### config.mk
export PLATFORM = sky130hd
export DESIGN_NAME = cam_pattern_gen
export DESIGN_NICKNAME = d
export VERILOG_FILES = /design/src/rtl/cam_gen_pkg.sv /design/src/rtl/cam_timing.sv /design/src/rtl/cam_pattern_gen.sv
export SDC_FILE = /design/constraint.sdc
export NUM_CORES = 1
export LEC_CHECK = 0
export ABC_AREA = 1
export CAP_MARGIN = 0
export CORE_ASPECT_RATIO = 0.5
export CORE_UTILIZATION = 40
export DETAILED_ROUTE_END_ITERATION = 8
export HOLD_SLACK_MARGIN = 0.02
export PLACE_DENSITY = 0.65
export SYNTH_ARGS = -nofsm -noshare
export SYNTH_HDL_FRONTEND = slang
export SYNTH_HIERARCHICAL = 1
export SYNTH_SLANG_ARGS = --single-unit
### constraint.sdc
create_clock -name PCLK -period 3.4 [get_ports PCLK]
set_clock_uncertainty 0.15 [all_clocks]
set_input_delay 0.68 -clock PCLK [delete_from_list [all_inputs] [get_ports PCLK]]
set_output_delay 0.68 -clock PCLK [all_outputs]
set_load 0.05 [all_outputs]
### src/rtl/cam_gen_pkg.sv
// -----------------------------------------------------------------------------
// cam_gen_pkg
// Shared constants and helpers for the camera pattern generator:
//   - pattern mode encodings
//   - the eight colour-bar values (RGB565)
//   - LFSR seed, tap mask and single-step function
//   - frame geometry helpers (line length and frame height in PCLK/lines)
// -----------------------------------------------------------------------------
package cam_gen_pkg;

    localparam logic [1:0] MODE_RAMP  = 2'd0;
    localparam logic [1:0] MODE_BARS  = 2'd1;
    localparam logic [1:0] MODE_CHECK = 2'd2;
    localparam logic [1:0] MODE_LFSR  = 2'd3;

    // White, yellow, cyan, green, magenta, red, blue, black.
    localparam logic [15:0] BAR_COLORS [8] = '{
        16'hFFFF, 16'hFFE0, 16'h07FF, 16'h07E0,
        16'hF81F, 16'hF800, 16'h001F, 16'h0000
    };

    localparam logic [15:0] LFSR_SEED = 16'hACE1;
    // Right-shifting Fibonacci form of x^16+x^14+x^13+x^11+1:
    // feedback is the XOR of state bits 0, 2, 3 and 5.
    localparam logic [15:0] LFSR_TAPS = 16'h002D;

    function automatic logic [15:0] lfsr_step(input logic [15:0] s);
        return {^(s & LFSR_TAPS), s[15:1]};
    endfunction

    // PCLK cycles per line: active bytes plus horizontal blank.
    function automatic int calc_h_total(input int h_active, input int bpp,
                                        input int h_blank);
        return h_active * bpp + h_blank;
    endfunction

    // Lines per frame: vsync + back porch + active + front porch.
    function automatic int calc_v_total(input int vsync_lines, input int v_back,
                                        input int v_active, input int v_front);
        return vsync_lines + v_back + v_active + v_front;
    endfunction

endpackage

### src/rtl/cam_timing.sv
// -----------------------------------------------------------------------------
// cam_timing
// IDLE/RUN sequencer and line/frame counters for the camera pattern generator.
// All decoded outputs describe the position the counters move to on the
// coming edge, so the parent can register its outputs on that same edge and
// stay aligned with the counters (no sync/data skew).
//
// Ports:
//   clk           pixel clock, rising edge
//   rst_n         asynchronous active-low reset
//   en            run enable, only looked at in IDLE and on a frame's last cycle
//   vsync_d       next position lies in the vsync lines
//   href_d        next position carries an active data byte
//   frame_start_d next position is cycle 0 of a running frame
//   last_cycle    current position is the final cycle of a running frame
//   x_d           next pixel column (hcnt / BPP)
//   y_cell_d      bit 3 of the next active-line index (8-row cell parity)
//   byte_d        next byte index within the pixel (0 = first byte)
// -----------------------------------------------------------------------------
module cam_timing #(
    parameter int H_ACTIVE    = 640,
    parameter int V_ACTIVE    = 480,
    parameter int H_BLANK     = 144,
    parameter int VSYNC_LINES = 3,
    parameter int V_BACK      = 17,
    parameter int V_FRONT     = 10,
    parameter int BPP         = 2
) (
    input  logic        clk,
    input  logic        rst_n,
    input  logic        en,
    output logic        vsync_d,
    output logic        href_d,
    output logic        frame_start_d,
    output logic        last_cycle,
    output logic [15:0] x_d,
    output logic        y_cell_d,
    output logic        byte_d
);
    import cam_gen_pkg::*;

    localparam int H_TOTAL   = calc_h_total(H_ACTIVE, BPP, H_BLANK);
    localparam int V_TOTAL   = calc_v_total(VSYNC_LINES, V_BACK, V_ACTIVE, V_FRONT);
    localparam int HCW       = $clog2(H_TOTAL + 1);
    localparam int VCW       = $clog2(V_TOTAL + 1);
    localparam int H_BYTES   = H_ACTIVE * BPP;
    localparam int ACT_FIRST = VSYNC_LINES + V_BACK;
    localparam int ACT_END   = ACT_FIRST + V_ACTIVE;

    localparam logic [0:0] ST_IDLE = 1'b0;
    localparam logic [0:0] ST_RUN  = 1'b1;

    logic [0:0]     state_q, state_d;
    logic [HCW-1:0] hcnt_q, hcnt_d;
    logic [VCW-1:0] vcnt_q, vcnt_d;
    logic           line_end;
    logic           frame_end;
    logic           run_d;
    logic           active_line_d;

    always_comb begin
        state_d   = state_q;
        hcnt_d    = hcnt_q;
        vcnt_d    = vcnt_q;
        line_end  = (hcnt_q == HCW'(H_TOTAL - 1));
        frame_end = (state_q == ST_RUN) && line_end && (vcnt_q == VCW'(V_TOTAL - 1));

        case (state_q)
            ST_IDLE: begin
                // Counters already sit at 0, so the first RUN edge is cycle 0.
                if (en) begin
                    state_d = ST_RUN;
                end
            end
            default: begin
                if (frame_end) begin
                    hcnt_d = '0;
                    vcnt_d = '0;
                    if (!en) begin
                        state_d = ST_IDLE;
                    end
                end else if (line_end) begin
                    hcnt_d = '0;
                    vcnt_d = vcnt_q + VCW'(1);
                end else begin
                    hcnt_d = hcnt_q + HCW'(1);
                end
            end
        endcase
    end

    always_ff @(posedge clk or negedge rst_n) begin
        if (!rst_n) begin
            state_q <= ST_IDLE;
            hcnt_q  <= '0;
            vcnt_q  <= '0;
        end else begin
            state_q <= state_d;
            hcnt_q  <= hcnt_d;
            vcnt_q  <= vcnt_d;
        end
    end

    // Decode of the upcoming position.
    always_comb begin
        run_d         = (state_d == ST_RUN);
        active_line_d = (vcnt_d >= VCW'(ACT_FIRST)) && (vcnt_d < VCW'(ACT_END));
        vsync_d       = run_d && (vcnt_d < VCW'(VSYNC_LINES));
        href_d        = run_d && active_line_d && (hcnt_d < HCW'(H_BYTES));
        frame_start_d = run_d && (hcnt_d == '0) && (vcnt_d == '0);
        last_cycle    = frame_end;
        if (BPP == 2) begin
            x_d    = 16'(hcnt_d >> 1);
            byte_d = hcnt_d[0];
        end else begin
            x_d    = 16'(hcnt_d);
            byte_d = 1'b0;
        end
        // Only the 8-row cell parity of y is needed downstream.
        y_cell_d = 1'((16'(vcnt_d) - 16'(ACT_FIRST)) >> 3);
    end

endmodule

### src/rtl/cam_pattern_gen.sv
// -----------------------------------------------------------------------------
// cam_pattern_gen
// OV7670-style camera stimulus source: VSYNC / HREF / byte data with selectable
// test patterns (ramp, colour bars, checkerboard, LFSR noise). Start/stop is
// frame-granular; MODE is latched at each frame start.
//
// Ports:
//   PCLK        pixel clock, rising edge
//   RST_N       asynchronous active-low reset
//   EN          run enable, honoured only at frame boundaries
//   MODE[1:0]   pattern select, latched at frame start
//   CamVsync    high during the vsync lines
//   CamHsync    HREF, high exactly while a data byte is driven
//   CamData     pixel byte stream, 0 outside HREF
//   FrameStart  one-cycle pulse on cycle 0 of each frame
//   FrameCnt    completed-frame count, wraps at 255
// -----------------------------------------------------------------------------
module cam_pattern_gen #(
    parameter int H_ACTIVE    = 640,
    parameter int V_ACTIVE    = 480,
    parameter int H_BLANK     = 144,
    parameter int VSYNC_LINES = 3,
    parameter int V_BACK      = 17,
    parameter int V_FRONT     = 10,
    parameter int BPP         = 2
) (
    input  logic       PCLK,
    input  logic       RST_N,
    input  logic       EN,
    input  logic [1:0] MODE,
    output logic       CamVsync,
    output logic       CamHsync,
    output logic [7:0] CamData,
    output logic       FrameStart,
    output logic [7:0] FrameCnt
);
    import cam_gen_pkg::*;

    localparam int BAR_PX = H_ACTIVE / 8;

    logic        vsync_d, href_d, frame_start_d, last_cycle, byte_d, y_cell_d;
    logic [15:0] x_d;

    cam_timing #(
        .H_ACTIVE    (H_ACTIVE),
        .V_ACTIVE    (V_ACTIVE),
        .H_BLANK     (H_BLANK),
        .VSYNC_LINES (VSYNC_LINES),
        .V_BACK      (V_BACK),
        .V_FRONT     (V_FRONT),
        .BPP         (BPP)
    ) u_timing (
        .clk           (PCLK),
        .rst_n         (RST_N),
        .en            (EN),
        .vsync_d       (vsync_d),
        .href_d        (href_d),
        .frame_start_d (frame_start_d),
        .last_cycle    (last_cycle),
        .x_d           (x_d),
        .y_cell_d      (y_cell_d),
        .byte_d        (byte_d)
    );

    logic        vsync_q, href_q, frame_start_q;
    logic [7:0]  data_q, data_d;
    logic [7:0]  frame_cnt_q, frame_cnt_d;
    logic [1:0]  mode_q, mode_d;
    logic [15:0] lfsr_q, lfsr_d;
    logic        pix_last_q, pix_last_d;
    logic [15:0] pixel;
    logic [2:0]  bar_idx;
    logic [7:0]  byte_sel;

    always_comb begin
        // The count bumps on the edge leaving a frame's last cycle, so every
        // cycle of a frame (including its checker phase) sees one stable value.
        frame_cnt_d = last_cycle ? frame_cnt_q + 8'd1 : frame_cnt_q;
        mode_d      = frame_start_d ? MODE : mode_q;

        // lfsr_q is the value of the pixel currently on the bus; it advances
        // after that pixel's last byte and restarts with every frame.
        lfsr_d = lfsr_q;
        if (frame_start_d) begin
            lfsr_d = LFSR_SEED;
        end else if (pix_last_q) begin
            lfsr_d = lfsr_step(lfsr_q);
        end

        bar_idx = 3'(x_d / 16'(BAR_PX));
        pixel   = 16'h0000;
        case (mode_d)
            MODE_RAMP:  pixel = {x_d[7:0], x_d[7:0]};
            MODE_BARS:  pixel = BAR_COLORS[bar_idx];
            MODE_CHECK: pixel = {16{x_d[3] ^ y_cell_d ^ frame_cnt_d[0]}};
            MODE_LFSR:  pixel = lfsr_d;
            default:    pixel = lfsr_d;
        endcase

        if (BPP == 2) begin
            byte_sel = byte_d ? pixel[7:0] : pixel[15:8];
        end else begin
            byte_sel = pixel[7:0];
        end
        data_d     = href_d ? byte_sel : 8'h00;
        pix_last_d = href_d && ((BPP == 1) || byte_d);
    end

    always_ff @(posedge PCLK or negedge RST_N) begin
        if (!RST_N) begin
            vsync_q       <= 1'b0;
            href_q        <= 1'b0;
            data_q        <= 8'h00;
            frame_start_q <= 1'b0;
            frame_cnt_q   <= 8'h00;
            mode_q        <= 2'd0;
            lfsr_q        <= LFSR_SEED;
            pix_last_q    <= 1'b0;
        end else begin
            vsync_q       <= vsync_d;
            href_q        <= href_d;
            data_q        <= data_d;
            frame_start_q <= frame_start_d;
            frame_cnt_q   <= frame_cnt_d;
            mode_q        <= mode_d;
            lfsr_q        <= lfsr_d;
            pix_last_q    <= pix_last_d;
        end
    end

    assign CamVsync   = vsync_q;
    assign CamHsync   = href_q;
    assign CamData    = data_q;
    assign FrameStart = frame_start_q;
    assign FrameCnt   = frame_cnt_q;

endmodule

Yosys cells after proc, flatten, opt, wreduce, memory -nomap -nowiden
Memories as Yosys holds them, arrays and structs flattened.
Index checks and enable logic that the tools add are counted.
Widths: inputs -> output; s select.
{ "word_totals": {"regBits": 59, "mem_bits_ro": 128, "inputBits": 5, "output_inout_bits": 19, "elab_cells": 62, "mem_count": 1} }
{ "memory_table": {"columns": ["name", "words", "width", "read_ports", "rd_clocked_by_memory_dff", "wr", "line_no", "rtl"], "rows": [
  ["(name not given)", 8, 16, 1, 0, 0, "cam_pattern_gen.sv:94", "MODE_BARS: pixel = BAR_COLORS[bar_idx];"]
]} }
{ "classes": {"add_sub_neg": 4, "div": 1, "magnitude_cmp": 5, "n_eq_ne": 5, "n_mux": 18, "bitwise": 3, "reduce_logical": 13} }
{ "ops": {"columns": ["op", "n"], "rows": [
  ["$mux 16", 4],
  ["$pmux 16 s4", 1],
  ["$mux 11", 3],
  ["$mux 9", 3],
  ["$div 10x7->16 const B", 1],
  ["$mux 8", 2],
  ["$reduce_xor 16->1", 1],
  ["$add 11x1->11 const B", 1],
  ["$eq 11x11->1 const B", 1],
  ["$logic_not 11->1", 1],
  ["$lt 11x11->1 const B", 1],
  ["$add 9x1->9 const B", 1],
  ["$eq 9x9->1 const B", 1],
  ["$ge 9x5->1 const B", 1],
  ["$logic_and 1x1->1", 9],
  ["$logic_not 9->1", 1],
  ["$lt 9x2->1 const B", 1],
  ["$lt 9x9->1 const B", 1],
  ["$add 8x1->8 const B", 1],
  ["$eq 2x2->1 const B", 2],
  ["$ge 4x4->1 const B", 1],
  ["$mux 1", 4],
  ["$not 3->4", 1],
  ["$sub 4x3->4 const B", 1],
  ["other kinds (4)", 5]
]} }

Longest topological paths before layout
Gate-level depths: netlist of the first run.
{ "logic_depth": {"depth_word": 13, "ltp_mapped": 44, "ltp_nobuf": 43} }

Hierarchy
Netlist of the first run, hierarchy kept.
{ "modules_own_cells": {"columns": ["module", "n_inst", "cells_each", "area_per_inst_um2", "seq_area_each_um2"], "rows": [
  ["cam_pattern_gen", 1, 357, 2561.2, 960.9],
  ["cam_timing", 1, 255, 1765.4, 525.5]
]} }

Least setup slack after synthesis of the first run
OpenSTA, ideal clock, no wires.
{ "synth_path": {"path_kind": "flip-flop to flip-flop", "start": "register u_timing.hcnt_q[0]", "end": "register data_q[0], in the netlist CamData[0]", "setup_ns": 0.074, "arrival_ns": 3.415, "t_required_ns": 3.176, "path_slack_ns": -0.239, "stages_incl_launch_ff": 26, "path_buffers": 0, "synth_period_minus_slack_ns": 3.639, "path_cell_list": "dfrtp_1 -> ha_1 -> nand3_4 -> clkinv_4 -> nand3_4 -> nor2_8 -> o21ai_1 -> nand2_2 -> ha_1 -> o21ai_2 -> nor2_2 -> nand3_2 -> nor2_1 -> nand2_1 -> nor2_2 -> inv_1 -> or2_2 -> o21ai_0 -> clkinv_1 -> nor2_1 -> nor3_1 -> nand2_1 -> inv_2 -> nand2_1 -> o311ai_0 -> a21oi_2"} }
{ "synth_via": {"elab_chain_len": 13, "word_cells_on_any_way": 40, "classes_between": "add/sub (2); div (1); order compare (3); eq/ne (4); mux (16); bitwise (3); reduce/logical (10); memory (1)"} }
{ "synth_lines": {"columns": ["element", "line_no", "rtl"], "rows": [
  ["start: declaration", "cam_timing.sv:54", "logic [HCW-1:0] hcnt_q, hcnt_d;"],
  ["start signal: assignment", "cam_timing.sv:99", "hcnt_q <= hcnt_d;"],
  ["parallel branches: the longest is 7 deep, another holds $add 11x1->11", null, null],
  ["$logic_and 1x1->1 (*)", "cam_timing.sv:110", "frame_start_d = run_d && (hcnt_d == '0) && (vcnt_d == '0);"],
  ["named net frame_start_d", "cam_pattern_gen.sv:41", "logic vsync_d, href_d, frame_start_d, last_cycle, byte_d, y_cell_d;"],
  ["$mux 2 (*)", "cam_pattern_gen.sv:79", "mode_d = frame_start_d ? MODE : mode_q;"],
  ["named net mode_d[1]", "cam_pattern_gen.sv:68", "logic [1:0] mode_q, mode_d;"],
  ["$eq 2x2->1 (tied with other cells)", "cam_pattern_gen.sv:92", "case (mode_d)"],
  ["$pmux 16 s4 (*)", "cam_pattern_gen.sv:92", null],
  ["$mux 8 (*)", "cam_pattern_gen.sv:101", "byte_sel = byte_d ? pixel[7:0] : pixel[15:8];"],
  ["$mux 8 (*)", "cam_pattern_gen.sv:105", "data_d = href_d ? byte_sel : 8'h00;"],
  ["named net data_d[0]", "cam_pattern_gen.sv:66", "logic [7:0] data_q, data_d;"],
  ["end signal: assignment", "cam_pattern_gen.sv:122", "data_q <= data_d;"],
  ["end: declaration", "cam_pattern_gen.sv:66", null]
]} }
Mark *: on every way through the listed nets, which the timed path passes. The select of a mux whose other input is x is not followed.
A chain may end at the register's enable or synchronous reset.

Worst setup path after layout of the first run
Ends and elaborated chain as after synthesis.

==> results of run 1 <==
-- per-stage QoR --
stage	instance area, sq um	setup slack, ps	hold slack [ps]	TNS [ps]
finish	5800	-41.5	257	-41.5
global placement	5260	-179	330	-1320
CTS	5680	-38.4	272	-175
floorplan	4370	8.85	234	0
detailed placement	5260	-237	335	-1810
global route	5800	-249	306	-1830
-- final timing paths --
kind | start | to | cells after the start
setup / recovery | u_timing/hcnt_q[0]$_DFF_PN0_ | CamData[0]$_DFF_PN0_ | 26
hold / removal | RST_N | u_timing/vcnt_q[2]$_DFF_PN0_ | 1
setup reg to reg | u_timing/hcnt_q[0]$_DFF_PN0_ | CamData[0]$_DFF_PN0_ | 26
hold reg to reg | FrameCnt[6]$_DFFE_PN0P_ | FrameCnt[6]$_DFFE_PN0P_ | 1
max in group asynchronous | RST_N | lfsr_q[7]$_DFF_PN1_ | 2
min in group PCLK | FrameCnt[6]$_DFFE_PN0P_ | FrameCnt[6]$_DFFE_PN0P_ | 1
-- state kept, by name, indices dropped and copies added, names as in the netlist --
signal / count
FrameCnt: 8
u_timing/vcnt_q: 9
CamData: 8
pix_last_q: 1
lfsr_q: 16
CamVsync: 1
mode_q: 2
FrameStart: 1
CamHsync: 1
u_timing/state_q: 1
u_timing/hcnt_q: 11
-- cells in the mapped netlist, drive strengths merged, types with 8 or more instances --
cell type,n
nor3,10
nand4,15
o21ai,28
buf,11
nor2,64
nand2,193
dfstp,8
inv,92
a21oi,16
dfrtp,51
nand3,83
-- worst reg2reg max path, stage by stage (launching register included) --
cell	delay [ps]
dfrtp_1	400
ha_4	180
nand3_4	110
clkinv_4	70
buf_4	140
nand4_1	80
nand2_1	70
nand3_2	80
ha_1	180
o21ai_2	60
nor2_2	110
nand3_2	60
nor2_1	110
nand2_1	100
nor2_4	100
inv_1	60
or2_2	280
o21ai_2	90
clkinv_2	140
buf_12	150
nor2_4	110
nor3_2	70
nand2_1	100
inv_2	50
nand2_1	80
o311ai_2	130
a21oi_2	130
-- kinds of logic after synthesis --
family | count (synthesis) | synth area share
xor+xnor | 11 | 0.0223
flops | 59 | 0.344
compound gates | 55 | 0.0865
other cells | 1 | 0.000867
simple gates | 371 | 0.425
fa+ha+maj | 6 | 0.0174
buf+inv | 109 | 0.105
-- metal layers --
metal  wire [microns]  share of wire
met1             5420           0.50
met2             5050           0.46
met3              300          0.028
met4              124          0.011
met5                0              0
-- layout make-up --
| cell class | instances | area, sq um |
|---|---|---|
| fillers | 933 | 4550 |
| multi-input cells | 449 | 2580 |
| flip-flops and latches | 59 | 1490 |
| repair buffers | 109 | 903 |
| inverters | 95 | 365 |
| clock buffers | 10 | 239 |
| well taps | 140 | 175 |
| clock inverters | 5 | 53.8 |
-- report_power, final --
part / internal [mW] / switching, mW
sequential: 0.704 / 0
combinational: 0.246 / 0.475
clock: 0.579 / 0.314
total: 1.53 / 0.788
-- what timing repair did --
item / CTS / global route
buffers inserted: 7 / 3
setup endpoints to repair: 8 / 8
resized for setup: 15 / 29
pin swaps: 11 / 16
==> impl_metrics.toml, run 1 <==
[run_status]
outcome = "finished with violations"
violations = "setup timing"

[global_route]
grtUsageTotal = 0.207
grt_util_met3 = 0.0473
grt_pass1_vias = 3778
overflow = 0
grt_pass1_wl_mm = 17.9
grt_max_degree = 34
antenna_found_initial = 0
busiest_layer = "met2"
grt_use_met1 = 0.274
grtUsageMet2 = 0.345

[worst_setup_path]
cpPeakStageDelay_ps = 400
path_buf_inv = 6
cp_common_cell = "nand2_1"
critPathTopFamily = "simple AND/OR/NAND/NOR gates"
path_class = "flop to flop"
critPathLaunchType = "flop"
crit_path_max_fanout = 5
cp_slowest_cell = "dfrtp_1"
crit_required_ps = 3510
worstPathArrival_ps = 3560
r2r_slack_ps = -40
worstSetupEndpointType = "flop"

[final_layout]
stdcell_count = 867
layout_common_cells = "nand2_1 (158), buf_4 (82), inv_1 (67), nand3_1 (58), dfrtp_1 (51)"
mostFrequentLayoutCell = "nand2_1"
fin_nets = 734
drive_above_1_share = 0.331
final_util = 0.561
insertedDiodeCount = 0
syn2layout_area_growth_pct = 34.0

[clock_network]
cts_hold_buffers = 0
cts_root_buf = "clkbuf_16"
cts.sinks = 59
cts_buffer_depth = 2
cts_tree = "done"
cts_buffers = 9
cts.clk_slew.worst_paths_ps = 50
htree_levels = 3
worstSkewPairLatency_ps = 330

[power]
power_mw = 2.32
irDropWorstVdd_mv = 0.262
p_per_area_nw_per_um2 = 400
p_leak_nw = 2.97

[sta]
fmax_ghz = 0.291
tightestPinTransition_ps = 727
finalSetupViolations = 1
relSlewSlack = 0.515
period_share = 1.01
slew_violations = 0
fin_crit_ps = 3440
finalHoldViolCount = 0
rsz0062_at_grt = "true"
worst_slack_ps = -41.5

[floorplanning]
die_y_microns = 75.5
num_io_pins = 24
coreArea_sq_um = 10300
start_util = 0.418
die_w_microns = 149
dieArea_sq_um = 11300
rows = 26

[yosys]
synth_area_per_cell_sq_um = 7.07
synthTopCellsByArea = "dfrtp_1 (29%), nand2_1 (15%), nand3_1 (7.5%)"
ys.flop_type = "dfrtp_1"
synth_seq_cells = 59
synth_cells = 612
netlist_area_sq_um = 4330
yosysTopAreaCellShare = 0.295
async_reset_ff_frac = 1.00
seq_area_frac_synth = 0.344
synth-edff-count = 0
synth_cell_types = 45
yosys.area.top_type = "dfrtp_1"
ys_warn_count = 6

[placement]
globalplace.congestion = 0.869
portBuffers = 23
hpwl_mm = 8.39
dp.cells = 842

[drt]
drt-initial-drc-count = 229
viasPerCell = 4.73
vias = 4102
drc = 0
routed_wl_mm = 10.9
ant_nets = 0
wl_per_cell_microns = 12.6
drt-pass1-iter-count = 4

[run]
drv_cap = 0

[worst_hold_path]
worst_hold_path_type = "primary input to asynchronous set/reset pin"
Note: power is estimated with default switching activity, not from simulation.
==> inputs of run 2 (changes only) <==
ABC_AREA = unset   (was 1)
TNS_END_PERCENT = 30   (was unset)
==> impl_metrics.toml, run 2 <==
[final_layout]
top_register = "lfsr_q"
syn2layout_area_growth_pct = 36.2
regArea_sq_um = 1490
insertedDiodeCount = 0
design_area_sq_um = 6550
stdcell_count = 860
mostFrequentLayoutCell = "buf_4"
fin_nets = 707
multi_input_area_sq_um = 3260
layout_common_cells = "buf_4 (123), dfrtp_1 (51), nor2_1 (46), nand2_1 (35), clkdlybuf4s50_1 (22)"
nFillCells = 1000
drive_above_1_share = 0.311
reg_top3 = "lfsr_q: 16 flops, u_timing/hcnt_q: 11 flops, u_timing/vcnt_q: 9 flops"
largest_reg_flops = 16

[worst_setup_path]
worstSetupEndpointType = "flop"
cp.depth = 17
critPathTopFamily = "simple AND/OR/NAND/NOR gates"
crit_path_end = "CamData[7]$_DFF_PN0_"
cp_slowest_cell = "or4b_4"
path_class = "flop to flop"
reg2reg_depth = 17
cp-startpoint = "u_timing/hcnt_q[9]$_DFF_PN0_"
r2r-end = "CamData[7]$_DFF_PN0_"
reg2reg_from = "u_timing/hcnt_q[9]$_DFF_PN0_"
cp_common_cell = "buf_6"
crit_path_max_fanout = 6
r2r_slack_ps = -1360
crit_chain = "or4b_4 -> buf_6 -> or4_4 -> buf_6 -> o21ai_2 -> o21ai_1 -> or4_4 -> nor4_4 -> buf_4 -> mux2i_4 -> nand2_2 -> a221o_1 -> or2_4 -> o31ai_4 -> buf_6 -> a21oi_2 -> a2111oi_2"
path_buf_inv = 4
crit_required_ps = 3470
cpPeakStageDelay_ps = 580
worstPathArrival_ps = 4830
critPathLaunchType = "flop"

[floorplanning]
die_w_microns = 157
start_util = 0.424
rows = 27
coreArea_sq_um = 11400
die_y_microns = 79.5
dieArea_sq_um = 12500
num_io_pins = 24

[clock_network]
cts.sinks = 59
worstSkewPairLatency_ps = 330
cts_buffers = 9
cts_tree = "done"
cts_hold_buffers = 0
htree_levels = 3
cts_root_buf = "clkbuf_16"
cts.clk_slew.worst_paths_ps = 50
cts_buffer_depth = 2

[yosys]
netlist_area_sq_um = 4810
synth.most_common_cell = "dfrtp_1"
synth_area_per_cell_sq_um = 8.53
yosys.area.top_type = "dfrtp_1"
synth-xor-area-share = 0.0471
synthAdderAreaFrac = 0.0156
synth_seq_cells = 59
yosys.area_share.simple = 0.259
ys.flop_type = "dfrtp_1"
synth_compound_gate_area_share = 0.269
synthTopCellsByArea = "dfrtp_1 (27%), dfstp_2 (4.4%), nor2_1 (3.7%)"
synth_cell_types = 91
synthTopCellsByCount = "dfrtp_1 (51), nor2_1 (48), nand2_1 (37), inv_1 (22), o21ai_0 (22)"
seq_area_frac_synth = 0.309
synth_top_family_by_area = "compound AO/OA/AOI/OAI gates"
synth_cells = 564
yosysTopAreaCellShare = 0.265
yosys-mux-area-fraction = 0.0367
synth-edff-count = 0
async_reset_ff_frac = 1.00
ys_warn_count = 6

[drt]
ant_nets = 0
vias = 4901
wl_per_cell_microns = 16.3
drc = 0
wl_met1_mm = 6.88
viasPerCell = 5.70
maxUsedRoutingLayer = "met4"
wl_met2_mm = 6.26
drt-initial-drc-count = 294
met3_length_microns = 708
routed_wl_mm = 14.0
drt-pass1-iter-count = 6

[sta]
fin_crit_ps = 4760
rsz0062_at_grt = "true"
finalSetupViolations = 28
period_share = 1.40
finalHoldViolCount = 0
slew_violations = 0
holdWs_ps = 301
fmax_ghz = 0.210
worst_slack_ps = -1360
tightestPinTransition_ps = 879
relSlewSlack = 0.414

[run]
drv_cap = 0

[global_route]
grtUsageTotal = 0.233
overflow = 0
grt_pass1_vias = 4612
grt_pass1_wl_mm = 22.9
antenna_found_initial = 0
grt_max_degree = 36

[power]
p_leak_nw = 2.73
irDropWorstVdd_mv = 0.179
p_per_area_nw_per_um2 = 279
power_mw = 1.83

[run_status]
outcome = "finished with violations"
violations = "setup timing"

[placement]
dp.cells = 826
hpwl_mm = 10.1
placed_area_sq_um = 5970
pre_cts_ws_ps = -1660
portBuffers = 23
globalplace.congestion = 0.985

[worst_hold_path]
worst_hold_path_type = "primary input to asynchronous set/reset pin"
-- run 2: changes by cell type after synthesis, sizes merged, moves of 15 or more --
| cell | before | now |
|---|---|---|
| inv | 92 | 23 |
| nand3 | 83 | 14 |
| nand2b | 0 | 15 |
| a211oi | 0 | 18 |
| nand2 | 193 | 37 |
| xnor2 | 5 | 21 |
| nor2 | 64 | 48 |
-- run 2: how the worst min path moves through the flow --
stage	startpoint	end	slack [ps]	depth (start not counted)
floorplan	RST_N	CamData[0]$_DFF_PN0_	230	0
global placement	FrameCnt[7]$_DFFE_PN0P_	FrameCnt[7]$_DFFE_PN0P_	310	1
detailed placement	FrameCnt[7]$_DFFE_PN0P_	FrameCnt[7]$_DFFE_PN0P_	320	1
CTS	RST_N	u_timing/hcnt_q[3]$_DFF_PN0_	320	1
global route	FrameCnt[7]$_DFFE_PN0P_	FrameCnt[7]$_DFFE_PN0P_	350	1
finish	RST_N	u_timing/hcnt_q[10]$_DFF_PN0_	300	1
-- run 2: cell type report --
cell class,instances,share of cell area
multi-input combinational,446,0.497
sequential,59,0.227
inverter,25,0.0143
timing repair buffer,155,0.191
clock buffer,11,0.0355
clock inverter,5,0.00458
tap,159,0.0304
-- run 2: worst reg2reg max path: stages, from the launching register on --
cell	delay (ps)
dfrtp_1	380
or4b_4	590
buf_6	150
or4_4	460
buf_6	160
o21ai_2	130
o21ai_1	100
or4_4	530
nor4_4	280
buf_4	180
mux2i_4	240
nand2_2	90
a221o_1	290
or2_4	250
o31ai_4	170
buf_6	170
a21oi_2	40
a2111oi_2	310
-- run 2: repair_timing --
action                                  4_1_cts  5_1_grt
pin swaps                                    23       12
endpoints found under the hold margin         0        0
buffers inserted                              8       11
endpoints found under the setup margin       30       30
gates resized for setup                      31       15
-- run 2: per-layer routing --
| layer | vias up | global-route usage |
|---|---|---|
| li1 | 2414 | - |
| met1 | 2323 | 0.329 |
| met2 | 152 | 0.371 |
| met3 | 12 | 0.0326 |
| met4 | 0 | 0.0670 |
| met5 | - | 0 |
-- run 2: cell families after synthesis --
logic type / Yosys count
and+or+nand+nor: 223
AOI/OAI and AO/OA: 170
xor gates and xnor gates: 25
buffers and inverters: 64
muxes: 16
DFF: 59
adders and majority gates: 6
other: 1
-- run 2: power by group --
part | leakage [nW] | internal (mW) | total [mW] | switching (mW)
Clock | 0.125 | 0.488 | 0.800 | 0.312
Sequential | 0.767 | 0.705 | 0.706 | 0.000640
Combinational | 1.84 | 0.131 | 0.322 | 0.191
Total | 2.73 | 1.32 | 1.83 | 0.504
-- run 2: through the flow --
step / util / TNS (ps)
global route: 0.577 / -17200
CTS: 0.567 / -12690
finish: 0.577 / -14470
detailed placement: 0.526 / -20420
global placement: 0.526 / -16120
floorplan: - / -15340
==> inputs of run 3 (changes only) <==
ABC_AREA = 1   (was unset)
CTS_CLUSTER_SIZE = 10   (was unset)
==> impl_metrics.toml, run 3 (synthesized netlist as in run 1, its figures left out) <==
[drt]
ant_nets = 0
drt-initial-drc-count = 227
viasPerCell = 4.73
vias = 4105
drt-pass1-iter-count = 4
drc = 0
routed_wl_mm = 10.9
wl_per_cell_microns = 12.6

[worst_setup_path]
cp.depth = 26
cp_slowest_cell = "dfrtp_1"
critPathTopFamily = "simple AND/OR/NAND/NOR gates"
path_buf_inv = 6
cp_common_cell = "nand2_1"
worstSetupEndpointType = "flop"
critPathLaunchType = "flop"
reg2reg_depth = 26
cpPeakStageDelay_ps = 400
crit_required_ps = 3510
worstPathArrival_ps = 3550
path_class = "flop to flop"
crit_path_max_fanout = 5

[final_layout]
fin_nets = 734
syn2layout_area_growth_pct = 34.0
design_area_sq_um = 5800
mostFrequentLayoutCell = "nand2_1"
nFillCells = 933
multi_input_area_sq_um = 2580
stdcell_count = 867
largest_reg_flops = 16
layout_common_cells = "nand2_1 (158), buf_4 (82), inv_1 (67), nand3_1 (58), dfrtp_1 (51)"
insertedDiodeCount = 0
drive_above_1_share = 0.331
top_register = "lfsr_q"
reg_top3 = "lfsr_q: 16 flops, u_timing/hcnt_q: 11 flops, u_timing/vcnt_q: 9 flops"
regArea_sq_um = 1490
final_util = 0.561

[sta]
rsz0062_at_grt = "true"
finalHoldViolCount = 0
tightestPinTransition_ps = 735
period_share = 1.01
worst_slack_ps = -38.2
fin_crit_ps = 3440
fmax_ghz = 0.291
relSlewSlack = 0.510
slew_violations = 0
finalSetupViolations = 1

[clock_network]
cts_tree = "done"
worstSkewPairLatency_ps = 330
cts.clk_slew.worst_paths_ps = 50
cts_buffer_depth = 2
cts.sinks = 59
cts_buffers = 9
cts_hold_buffers = 0
cts_root_buf = "clkbuf_16"
htree_levels = 3

[placement]
portBuffers = 23
placed_area_sq_um = 5260
dp.cells = 842
hpwl_mm = 8.39
globalplace.congestion = 0.869

[floorplanning]
coreArea_sq_um = 10300
die_y_microns = 75.5
num_io_pins = 24
dieArea_sq_um = 11300
start_util = 0.418
rows = 26
die_w_microns = 149

[global_route]
grt_max_degree = 34
grt_pass1_wl_mm = 17.9
grtUsageTotal = 0.207
overflow = 0
grt_pass1_vias = 3780
antenna_found_initial = 0

[power]
irDropWorstVdd_mv = 0.262
p_leak_nw = 2.97
p_per_area_nw_per_um2 = 400

[worst_hold_path]
worst_hold_path_type = "primary input to asynchronous set/reset pin"

[run_status]
violations = "setup timing"
outcome = "finished with violations"

[run]
drv_cap = 0
==> run 3: changes by cell type in the layout (fill, tap and decap cells not counted), sizes merged, moves of 15 or more <==
cell | before | now
nand2b | 15 | 0
nor2 | 48 | 64
inv | 23 | 92
buf | 133 | 87
nand2 | 37 | 193
a211oi | 18 | 0
nand3 | 14 | 83
xnor2 | 21 | 5
==> run 3: final timing paths <==
check / startpoint / end / slack [ps]
max in group asynchronous: RST_N / lfsr_q[7]$_DFF_PN1_ / 2070
setup / recovery: u_timing/hcnt_q[0]$_DFF_PN0_ / CamData[0]$_DFF_PN0_ / -40
hold reg to reg: FrameCnt[6]$_DFFE_PN0P_ / FrameCnt[6]$_DFFE_PN0P_ / 340
hold / removal: RST_N / CamVsync$_DFF_PN0_ / 260
setup reg to reg: u_timing/hcnt_q[0]$_DFF_PN0_ / CamData[0]$_DFF_PN0_ / -40
min in group PCLK: FrameCnt[6]$_DFFE_PN0P_ / FrameCnt[6]$_DFFE_PN0P_ / 340
==> run 3: cell type report <==
| cell class | instances | area share |
|---|---|---|
| Multi-Input combinational cell | 449 | 0.444 |
| Timing Repair Buffer | 109 | 0.156 |
| Clock buffer | 10 | 0.0412 |
| Inverter | 95 | 0.0630 |
| Sequential cell | 59 | 0.256 |
| Clock inverter | 5 | 0.00928 |
| Tap cell | 140 | 0.0302 |
==> run 3: per-stage QoR <==
step	power (mW)	setup TNS, ps	hold slack (ps)	worst slack (ps)
after floorplan	1.21	0	234	8.85
after global placement	1.26	-1320	330	-179
after detailed placement	1.27	-1810	335	-237
after CTS	2.25	-175	272	-38.4
after global routing	2.45	-1830	306	-248
final	2.32	-38.2	259	-38.2
==> run 3: per-layer routing <==
layer | track usage | share of wire | up-vias
met4 | 0.0590 | 0.0069 | 0
li1 | - | - | 2172
met5 | 0 | 0 | -
met2 | 0.345 | 0.46 | 62
met3 | 0.0473 | 0.036 | 6
met1 | 0.274 | 0.49 | 1865
==> run 3: timing repair <==
action	CTS	global route
gates resized for setup	15	29
setup endpoints to repair	8	8
pin swaps	11	15
endpoints found under the hold margin	0	0
buffers inserted	7	3
==> run 3: power breakdown <==
part	switching, mW	internal (mW)
sequential	0	0.704
clock	0.314	0.579
combinational	0.475	0.246
